--- src/rtl/hdmi_packet_pkg.sv ---
// Shared HDMI data island definitions: packet header byte 0 codes and the
// scheduler state encoding used by the packet builders.
package hdmi_packet_pkg;

    localparam logic [7:0] HB0_NULL  = 8'h00;
    localparam logic [7:0] HB0_ACR   = 8'h01;
    localparam logic [7:0] HB0_AUDIO = 8'h02;
    localparam logic [7:0] HB0_AVI   = 8'h82;
    localparam logic [7:0] HB0_AIF   = 8'h84;

    localparam logic [1:0] ST_IDLE   = 2'd0;
    localparam logic [1:0] ST_GRANT  = 2'd1;
    localparam logic [1:0] ST_ISLAND = 2'd2;

endpackage

--- src/rtl/packet_scheduler.sv ---
// Data island packet scheduler: picks one packet per island slot with fixed
// priority ACR > audio sample > AVI InfoFrame > audio InfoFrame > null.
module packet_scheduler
    import hdmi_packet_pkg::*;
#(
    parameter int INFOFRAME_EN = 1,
    parameter int ISLAND_LEN   = 32
) (
    input  logic       clk_pixel,
    input  logic       reset,
    input  logic       enable,
    input  logic       frame_start,
    input  logic       island_slot,
    input  logic       acr_tick,
    input  logic       audio_valid,
    output logic [7:0] packet_type,
    output logic       packet_strobe,
    output logic       audio_pop,
    output logic       busy,
    output logic       slot_err,
    output logic       if_overrun
);

    localparam int            CW    = (ISLAND_LEN > 1) ? $clog2(ISLAND_LEN) : 1;
    localparam logic [CW-1:0] LAST  = CW'(ISLAND_LEN - 1);
    localparam logic          IF_EN = (INFOFRAME_EN != 0);

    logic [1:0]    state_q, state_d;
    logic [CW-1:0] cnt_q, cnt_d;
    logic [1:0]    acr_cnt_q, acr_cnt_d;
    logic          avi_pend_q, avi_pend_d;
    logic          aif_pend_q, aif_pend_d;
    logic [7:0]    type_q, type_d;
    logic          strobe_q, strobe_d;
    logic          pop_q, pop_d;
    logic          err_q, err_d;
    logic          ovr_q, ovr_d;

    logic          last_island;
    logic          slot_ok;
    logic [7:0]    sel_type;
    logic          grant_acr, grant_aud, grant_avi, grant_aif;

    assign last_island = (state_q == ST_ISLAND) && (cnt_q == LAST);
    assign slot_ok     = island_slot && ((state_q == ST_IDLE) || last_island);

    always_comb begin
        sel_type = HB0_NULL;
        if (!enable)
            sel_type = HB0_NULL;
        else if (acr_cnt_q != 2'd0)
            sel_type = HB0_ACR;
        else if (audio_valid)
            sel_type = HB0_AUDIO;
        else if (IF_EN && avi_pend_q)
            sel_type = HB0_AVI;
        else if (IF_EN && aif_pend_q)
            sel_type = HB0_AIF;
    end

    assign grant_acr = slot_ok && (sel_type == HB0_ACR);
    assign grant_aud = slot_ok && (sel_type == HB0_AUDIO);
    assign grant_avi = slot_ok && (sel_type == HB0_AVI);
    assign grant_aif = slot_ok && (sel_type == HB0_AIF);

    always_comb begin
        state_d = state_q;
        cnt_d   = cnt_q;
        case (state_q)
            ST_IDLE: begin
                if (slot_ok) state_d = ST_GRANT;
            end
            ST_GRANT: begin
                state_d = ST_ISLAND;
                cnt_d   = '0;
            end
            ST_ISLAND: begin
                if (last_island)
                    state_d = slot_ok ? ST_GRANT : ST_IDLE;
                else
                    cnt_d = cnt_q + 1'b1;
            end
            default: state_d = ST_IDLE;
        endcase
    end

    always_comb begin
        acr_cnt_d = acr_cnt_q;
        if (acr_tick && !grant_acr) begin
            if (acr_cnt_q != 2'd3) acr_cnt_d = acr_cnt_q + 2'd1;
        end else if (!acr_tick && grant_acr) begin
            acr_cnt_d = acr_cnt_q - 2'd1;
        end
    end

    // A new frame re-arms the InfoFrames even if one is granted this cycle.
    always_comb begin
        avi_pend_d = avi_pend_q;
        aif_pend_d = aif_pend_q;
        if (grant_avi) avi_pend_d = 1'b0;
        if (grant_aif) aif_pend_d = 1'b0;
        if (frame_start && IF_EN) begin
            avi_pend_d = 1'b1;
            aif_pend_d = 1'b1;
        end
    end

    always_comb begin
        type_d   = slot_ok ? sel_type : type_q;
        strobe_d = slot_ok;
        pop_d    = grant_aud;
        err_d    = island_slot && !slot_ok;
        ovr_d    = frame_start && (avi_pend_q || aif_pend_q);
    end

    always_ff @(posedge clk_pixel or posedge reset) begin
        if (reset) begin
            state_q    <= ST_IDLE;
            cnt_q      <= '0;
            acr_cnt_q  <= '0;
            avi_pend_q <= 1'b0;
            aif_pend_q <= 1'b0;
            type_q     <= HB0_NULL;
            strobe_q   <= 1'b0;
            pop_q      <= 1'b0;
            err_q      <= 1'b0;
            ovr_q      <= 1'b0;
        end else begin
            state_q    <= state_d;
            cnt_q      <= cnt_d;
            acr_cnt_q  <= acr_cnt_d;
            avi_pend_q <= avi_pend_d;
            aif_pend_q <= aif_pend_d;
            type_q     <= type_d;
            strobe_q   <= strobe_d;
            pop_q      <= pop_d;
            err_q      <= err_d;
            ovr_q      <= ovr_d;
        end
    end

    assign packet_type   = type_q;
    assign packet_strobe = strobe_q;
    assign audio_pop     = pop_q;
    assign busy          = (state_q != ST_IDLE);
    assign slot_err      = err_q;
    assign if_overrun    = ovr_q;

endmodule

--- config.mk ---
export PLATFORM = sky130hd
export DESIGN_NAME = packet_scheduler
export DESIGN_NICKNAME = d
export VERILOG_FILES = /design/src/rtl/hdmi_packet_pkg.sv /design/src/rtl/packet_scheduler.sv
export SDC_FILE = /design/constraint.sdc
export NUM_CORES = 1
export LEC_CHECK = 0
export ABC_CLOCK_PERIOD_IN_PS = 2600
export BUFFER_PORTS_ARGS = -buffer_cell sky130_fd_sc_hd__buf_4
export CORE_AREA = 2 2 46 48
export DETAILED_ROUTE_END_ITERATION = 16
export DIE_AREA = 0 0 48 50
export PLACE_DENSITY = 0.73
export SLEW_MARGIN = 20
export SYNTH_ARGS = -nofsm -noshare
export SYNTH_HDL_FRONTEND = slang
export SYNTH_SLANG_ARGS = --single-unit
--- constraint.sdc ---
create_clock -name clk_pixel -period 2.6 [get_ports clk_pixel]
set_clock_uncertainty 0.1 [all_clocks]
set_input_delay 0.26 -clock clk_pixel [delete_from_list [all_inputs] [get_ports clk_pixel]]
set_output_delay 0.26 -clock clk_pixel [all_outputs]
set_load 0.005 [all_outputs]
Word level (Yosys, flattened, before mapping):

Cells that the tools add are included.

* register bits: 23
* input bits: 7

* add/subtract/negate cells: 3
* equal/unequal tests: 12
* multiplexer cells: 18
* reduce and logical (&&, ||, !) cells: 25

Operators by type and width (count)
* 8-bit 2-to-1 mux: 5
* 8-bit equality test (second input constant): 2
* 2-bit nonzero test: 6
* 1-bit logical AND: 10
* 2-bit 2-to-1 mux: 5
* 5-bit case mux with 2 select lines: 1
* 8-bit by 1-bit equality test with 1-bit output (second input constant): 1
* 8-bit by 2-bit equality test with 1-bit output (second input constant): 1
* 2-bit != test (second input constant): 4
* 2-bit case mux with 3 select lines: 1
* 2-bit AND reduction: 3
* 5-bit by 1-bit adder with 5-bit output (second input constant): 1
* 5-bit equality test (second input constant): 1
* 1-bit 2-to-1 mux: 5
* 5-bit 2-to-1 mux: 1
* 1-bit logical NOT: 3
* 2-bit by 1-bit adder with 2-bit output (second input constant): 1
* 2-bit by 1-bit equality test with 1-bit output (second input constant): 1
* 2-bit equality test (second input constant): 1
* 2-bit logical NOT: 1
* 1-bit logical OR: 2
* 2-bit by 1-bit != test with 1-bit output (second input constant): 1
* 2-bit by 1-bit subtractor with 2-bit output (second input constant): 1

Logic depth before layout (Yosys ltp):

Gate-level depths: netlist (run 1).

* depth after elaboration: 11
* gate-level depth with buffers: 7
* mapped depth without buffers: 7

Least setup slack after synthesis (run 1):

Ideal clock, no wire load.

* path kind: register to register
* start point: register cnt_q[0]
* end point: register type_q[2], in the netlist packet_type[2]
* setup time: 122 ps
* data arrival time: 1621 ps
* slack: 757 ps
* stages on the path, launching flop included: 7
* buffers on the path: 0
* clock period less this slack: 1843 ps
* cell sequence: dfrtp_1 -> ha_1 -> and3_1 -> ha_1 -> nand2b_2 -> and4_4 -> a32o_1

* cells in the longest elaborated chain, start to end: 4

RTL lines
* start: declaration: RTL line packet_scheduler.sv:29 `logic [CW-1:0] cnt_q, cnt_d;`
* start signal: assignment: RTL line packet_scheduler.sv:130 `cnt_q <= cnt_d;`
* 5-bit equality test: RTL line packet_scheduler.sv:44 `assign last_island = (state_q == ST_ISLAND) && (cnt_q == LAST);`
* 1-bit logical AND: RTL line packet_scheduler.sv:44
* 1-bit logical OR: RTL line packet_scheduler.sv:45 `assign slot_ok = island_slot && ((state_q == ST_IDLE) || last_island);`
* 1-bit logical AND: RTL line packet_scheduler.sv:45
* end signal: assignment: RTL line packet_scheduler.sv:134 `type_q <= type_d;`
* end: declaration: RTL line packet_scheduler.sv:33 `logic [7:0] type_q, type_d;`

Every way passes these cells.
A chain may end at the register's enable or synchronous reset.

Worst setup path in the final report (run 1):

Same ends and word-level chain as after synthesis.

==> results of run 1 <==
-- registers in the layout, indices dropped and copies added (netlist names) --
signal and cells:
packet_type 4, packet_strobe 1, slot_err 1, state_q 2
avi_pend_q 1, cnt_q 5, if_overrun 1, acr_cnt_q 2
audio_pop 1, aif_pend_q 1
-- kinds of logic after synthesis --
family                   count (synthesis)  synth area share, %
flip-flops                              19                 49.6
multiplexers                             4                 4.44
AND/OR/NAND/NOR                         40                 22.5
other                                    1                0.391
buffers and inverters                   11                 6.14
adder cells (fa/ha/maj)                  2                 2.61
AO/OA/AOI/OAI                           20                 14.4
-- timing repair --
action	4_1_cts	5_1_grt
setup buffers	0	0
endpoints found under the hold margin	19	0
hold buffers	1	0
-- per-stage QoR --
step | worst slack [ps] | utilization (%) | area [sq um] | power, mW | hold WS, ps
after floorplan | 757 | - | 970 | 0.614 | 111
after global placement | 710 | 56.6 | 1080 | 0.687 | 321
after detailed placement | 660 | 56.6 | 1080 | 0.700 | 317
after CTS | 639 | 58.6 | 1110 | 0.845 | 60.3
after global routing | 530 | 58.6 | 1110 | 0.910 | 50.1
final | 626 | 58.6 | 1110 | 0.838 | 67.4
-- layout make-up --
type	instances	area, sq um	area share [%]
Clock buffer	3	22.5	2.02
Clock inverter	1	5.00	0.449
Inverter	5	18.8	1.69
Multi-Input combinational cell	70	435	39.1
Sequential cell	19	475	42.7
Tap cell	27	33.8	3.03
Timing Repair Buffer	16	123	11.0
-- power breakdown --
group	leakage, nW	internal, mW	switching, mW
sequential	0.232	0.353	0.0823
combinational	0.281	0.141	0.118
clock	0.0177	0.0571	0.0858
total	0.530	0.551	0.286
-- metal layers --
metal  vias to the layer above  wire (um)  part of all wire, %  global-route usage, %
li1                        354          -                    -                      -
met1                       339        804                   47                   23.5
met2                        20        813                   47                   24.7
met3                         2         74                  4.3                   2.56
met4                         0         20                  1.2                   6.76
met5                         -          0                    0                      0
-- how the worst max path moves through the flow --
stage / slack (ps) / cells past startpoint / startpoint / to
after floorplan: 760 / 6 / cnt_q[0]$_DFFE_PP0P_ / packet_type[2]$_DFFE_PP0P_
after global placement: 710 / 6 / cnt_q[0]$_DFFE_PP0P_ / packet_type[2]$_DFFE_PP0P_
after detailed placement: 660 / 6 / cnt_q[0]$_DFFE_PP0P_ / packet_type[2]$_DFFE_PP0P_
after CTS: 640 / 6 / cnt_q[0]$_DFFE_PP0P_ / packet_type[2]$_DFFE_PP0P_
after global routing: 530 / 7 / cnt_q[0]$_DFFE_PP0P_ / packet_type[7]$_DFFE_PP0P_
final: 630 / 6 / cnt_q[0]$_DFFE_PP0P_ / packet_type[2]$_DFFE_PP0P_
-- placed cells by master (no fill, tap or decap), types with 2 or more instances in the layout --
| master | synthesis | layout |
|---|---|---|
| a21o_1 | 2 | 2 |
| a21oi_1 | 3 | 3 |
| buf_4 | 4 | 15 |
| clkbuf_4 | 0 | 3 |
| conb_1 | 1 | 4 |
| dfrtp_1 | 19 | 19 |
| ha_1 | 2 | 2 |
| inv_1 | 5 | 5 |
| mux2_2 | 2 | 2 |
| mux2i_1 | 2 | 2 |
| nand2_1 | 14 | 14 |
| nand2b_1 | 2 | 2 |
| nand3_1 | 2 | 2 |
| nor2_1 | 8 | 8 |
| nor2b_1 | 5 | 5 |
| o211ai_1 | 2 | 2 |
| o21ai_0 | 4 | 4 |
| o21ai_1 | 3 | 3 |
| o31ai_1 | 2 | 2 |
==> reports/results.ini, run 1 <==
[clock_network]
number_of_buffers_created_by_cts=3
tritoncts=yes
clock_pin_slew_reported_for_the_worst_setup_and_hold_paths_after_clock_tree_synthesis_ps=100
clkSinkCount=19
root_buffer=clkbuf_4
worstSkewPairLatency_ps=290
post_cts.resized_instances=0
h-tree-depth=1
cts_buffer_depth=2

[layout]
antenna_cells_inserted=0
fin_cells=141
layout_cells_sized_above_1_pct=24.6
flow.area_growth_from_synthesis_pct=16.2
design.final.nets=124
fillCellCount=161

[logic_synthesis]
synthFlopType=dfrtp_1
syn_area_sq_um=958
synth-warning-count=0
flops_latches_synth=19
yosys.area.top_type=dfrtp_1
commonest_cells_post_synth=dfrtp_1 (19), nand2_1 (14), nor2_1 (8)
yosysMostFrequentCell=dfrtp_1
synthesis.instances=97
synth_top_cell_area_share_pct=49.6
asyncSetResetFlopFracSynth_pct=100
synth_area_per_cell_sq_um=9.88
synth-edff-count=0
ys_top_cells_by_area=dfrtp_1 (50%), nand2_1 (5.5%), nor2b_1 (3.3%), buf_4 (3.1%), nor2_1 (3.1%)
synth_sequential_area_ratio_pct=49.6
synth_cell_types=32

[die]
pin_count=20
floorplan.die.width_um=48
core_area_sq_um=1900
fp.dieH_um=50
start_util_pct=50.4
die_area_sq_um=2400
placement_rows=16

[timing]
maxSlewHeadroom_pct=54.0
worst_slew_pin_slew_ps=689
final-setup-viol-count=0
finalHoldViolations=0
rsz0062_at_grt=false
fmax_ghz=0.507
post-route-min-period_ps=1970
totalNegativeSetupSlack_ps=0
post-route-period-util_pct=75.9
report.final.slew_viol_count=0

[setup_path]
rr_endpoint=packet_type[2]$_DFFE_PP0P_
critPathKind=flip-flop to flip-flop
critical_path.most_common_cell=ha_1
worst-r2r-setup-slack_ps=630
critPathBufInv=0
critical_path.slowest_cell=dfrtp_1
critical-path-top-delay-family=simple AND/OR/NAND/NOR gates
worstReg2RegStart=cnt_q[0]$_DFFE_PP0P_
critical_path.endpoint_type=flip-flop
cp_cell_sequence=ha_1, and3_1, ha_1, nand2b_2, and4_4, a32o_1
cp.arrival_ps=2060
required_ps=2680
worstSetupStartpointType=flip-flop
worstRegToRegCells=6
critPathMaxStageDelay_ps=430
largest_fanout_on_the_critical_path=5

[global_route]
grt_first_pass_wirelength_um=2900
grt_use_total_pct=16.6
sum_of_overflow_across_all_layers_after_global_routing=0
grt_start_max_net_pins=20
grt_antenna_before_repair=0
first_global_vias=674

[place]
port_buffers=15
dp_cells=136
post-dp-hpwl_um=1280
routabilityCongestion=0.752

[route]
vias=715
drt-initial-drc-count=24
wl_per_cell_um=12.1
finalWirelength_um=1710
final_antenna_net_count=0
post_drt_via_cell_ratio=5.07
drt-pass1-iter-count=4
drc=0

[min_path]
hold-path-cell-count=2
worstHoldPathType=primary input to flip-flop
hold_end=avi_pend_q$_DFFE_PP0P_
timing.hold.worst.start=frame_start

[status]
run_status=completed

[power]
power-per-cell-area_nw_per_um2=752
ir_worst_vdd_mv=0.424
static_leakage_nw=0.530

[job]
cap_violations=0

No activity file was read; power rests on OpenSTA's default activity.
==> run 2, diff against run 1 <==
- ABC_AREA: not set -> 1
- ABC_CLOCK_PERIOD_IN_PS: 2600 -> 1850
- CORE_AREA: 2 2 46 48 -> 2 2 45 47
- DIE_AREA: 0 0 48 50 -> 0 0 47 49
- PLACE_DENSITY: 0.73 -> 0.72
- clock period: 2.6 -> 1.85 ns (I/O delays scaled with it)
==> reports/results.ini, run 2 <==
[setup_path]
required_ps=1990
worst-r2r-setup-slack_ps=30
critical-path-top-delay-family=simple AND/OR/NAND/NOR gates
worst_setup_path_endpoint=acr_cnt_q[0]$_DFFE_PP0P_
worst_setup_sp=cnt_q[0]$_DFFE_PP0P_
critPathMaxStageDelay_ps=400
worstReg2RegStart=cnt_q[0]$_DFFE_PP0P_
cp_cell_sequence=ha_2, nand2_2, nor2_2, ha_2, inv_2, nand2_2, nand3_4, nor2_4, nand2_2, nand2_1, nand2_1, nand2_1
rr_endpoint=acr_cnt_q[0]$_DFFE_PP0P_
worstRegToRegCells=12
worstSetupStartpointType=flip-flop
critical_path.endpoint_type=flip-flop
largest_fanout_on_the_critical_path=7
critPathBufInv=1
timing.critical_path.depth=12
critPathKind=flip-flop to flip-flop
critical_path.slowest_cell=dfrtp_1
cp.arrival_ps=1960

[route]
final_antenna_net_count=0
drc=0
drt-initial-drc-count=9
wl_per_cell_um=10.4
vias=736
finalWirelength_um=1630
post_drt_via_cell_ratio=4.72
drt-pass1-iter-count=4

[logic_synthesis]
synth_area_per_cell_sq_um=8.48
synth-warning-count=0
commonest_cells_post_synth=nand2_1 (27), dfrtp_1 (19), inv_1 (14)
synth-edff-count=0
syn_area_sq_um=898
synth_sequential_area_ratio_pct=52.9
ys_top_cells_by_area=dfrtp_1 (53%), nand2_1 (11%), inv_1 (5.8%), nand3_1 (3.3%), buf_4 (3.3%)
yosysMostFrequentCell=nand2_1
synthFlopType=dfrtp_1
flops_latches_synth=19
asyncSetResetFlopFracSynth_pct=100
yosys.area.top_type=dfrtp_1
synth_cell_types=22
synthesis.instances=106
synth_top_cell_area_share_pct=52.9

[power]
internal_power_mw=0.808
static_leakage_nw=0.592
switching_share_pct=35.7
power.clock.fraction_pct=16.3
seq_power_share_pct=46.4
power-per-cell-area_nw_per_um2=1110
power.switching_mw=0.449
ir_worst_vdd_mv=0.749
combinationalPowerShare_pct=37.4

[timing]
rsz0062_at_grt=true
final-setup-viol-count=0
report.final.slew_viol_count=0
totalNegativeSetupSlack_ps=0
post-route-min-period_ps=1820
finalHoldViolations=0
maxSlewHeadroom_pct=53.7
post-route-period-util_pct=98.3
whs_ps=32.0
worst_slew_pin_slew_ps=693
fmax_ghz=0.550

[die]
core_area_sq_um=1840
placement_rows=16
floorplan.die.width_um=47
pin_count=20
die_area_sq_um=2300
fp.dieH_um=49
start_util_pct=48.8

[place]
routabilityCongestion=0.855
post-dp-hpwl_um=1090
port_buffers=15
dpl_cell_area_sq_um=1020

[job]
cap_violations=0

[clock_network]
root_buffer=clkbuf_4
cts_buffer_depth=2
worstSkewPairLatency_ps=290
clkSinkCount=19
tritoncts=yes
number_of_buffers_created_by_cts=3
clock_pin_slew_reported_for_the_worst_setup_and_hold_paths_after_clock_tree_synthesis_ps=100
h-tree-depth=1

[layout]
layout.cell_area.non_filler_sq_um=1130
flow.area_growth_from_synthesis_pct=25.9
layout_cells_sized_above_1_pct=31.0
layout_commonest_cell=nand2_1
largest_reg_flops=5
most-common-layout-cells=nand2_1 (24), dfrtp_1 (19), buf_4 (19)
antenna_cells_inserted=0
design.final.nets=139
registers.top_by_ff_count=cnt_q

[global_route]
grt_antenna_before_repair=0
grt_start_max_net_pins=20
sum_of_overflow_across_all_layers_after_global_routing=0
grt_first_pass_wirelength_um=2570
first_global_vias=645
grt_use_total_pct=15.4

[status]
run_status=completed

[min_path]
worstHoldPathType=primary input to flip-flop

run 2: cell count changes in the layout (fill, tap and decap cells not counted), moves of 3 or more:
cell     change
buf_4        +4
inv_1        +8
inv_2        +4
nand2_1     +10
nand2_2      +4
nand3_1      +3
nor2b_1      -5
run 2: power by group through the flow:
stage	clock [mW]	sequential [mW]	combinational [mW]
final	0.205	0.582	0.469
after global routing	0.232	0.595	0.540
after CTS	0.213	0.574	0.410
after detailed placement	0	0.583	0.393
after global placement	0	0.579	0.383
after floorplan	0	0.573	0.276
run 2: worst min-delay path by stage:
stage                      from  depth (start not counted)  slack [ps]                       end
detailed placement        reset                          2         240      cnt_q[1]$_DFFE_PP0P_
CTS                 island_slot                          3          20        slot_err$_DFF_PP0_
global route        island_slot                          3          10        slot_err$_DFF_PP0_
floorplan                 reset                          1          40  acr_cnt_q[0]$_DFFE_PP0P_
finish              island_slot                          3          30        slot_err$_DFF_PP0_
global placement          reset                          2         240       audio_pop$_DFF_PP0_
run 2: logic make-up after synthesis:
kind of cell               share of synthesized area, %
AOI/OAI and AO/OA                                  8.36
other                                             0.417
xor gates and xnor gates                           1.95
DFF                                                52.9
and+or+nand+nor                                    21.9
buffers and inverters                              11.7
adders and majority gates                          2.79
run 2: worst min-delay path: stages:
cell	delay, ps
buf_4	130
inv_1	50
nor2_1	40
run 2: timing repair:
action	4_1_cts	5_1_grt
gates resized for setup	1	11
hold endpoints to repair	20	0
gates cloned	0	0
hold buffers	2	0
setup endpoints to repair	1	2
pin swaps	0	8
buffers inserted	0	3
run 2: layer usage:
| metal | global-route usage (%) | routed length [um] | up-vias |
|---|---|---|---|
| met2 | 24.4 | 836 | 16 |
| li1 | - | - | 367 |
| met3 | 2.22 | 47 | 4 |
| met4 | 8.33 | 38 | 0 |
| met5 | 0 | 0 | - |
| met1 | 19.3 | 706 | 349 |
run 2: area by class of cell:
type	instances	area, sq um
clock buffer	4	26.3
fill	175	711
inverter	17	63.8
multi-input combinational	68	369
sequential	19	475
tap	27	33.8
timing repair buffer	21	163
run 2: metrics by stage:
step / power [mW] / utilization [%] / std cells / setup slack (ps)
2_1_floorplan: 0.849 / - / 109 / 260
3_5_place_dp: 0.976 / 55.5 / 147 / 10.9
3_3_place_gp: 0.962 / 55.5 / 147 / 91.9
4_1_cts: 1.20 / 58.4 / 153 / 56.0
5_1_grt: 1.37 / 61.4 / 156 / -64.3
6_report: 1.26 / 61.4 / 156 / 30.8
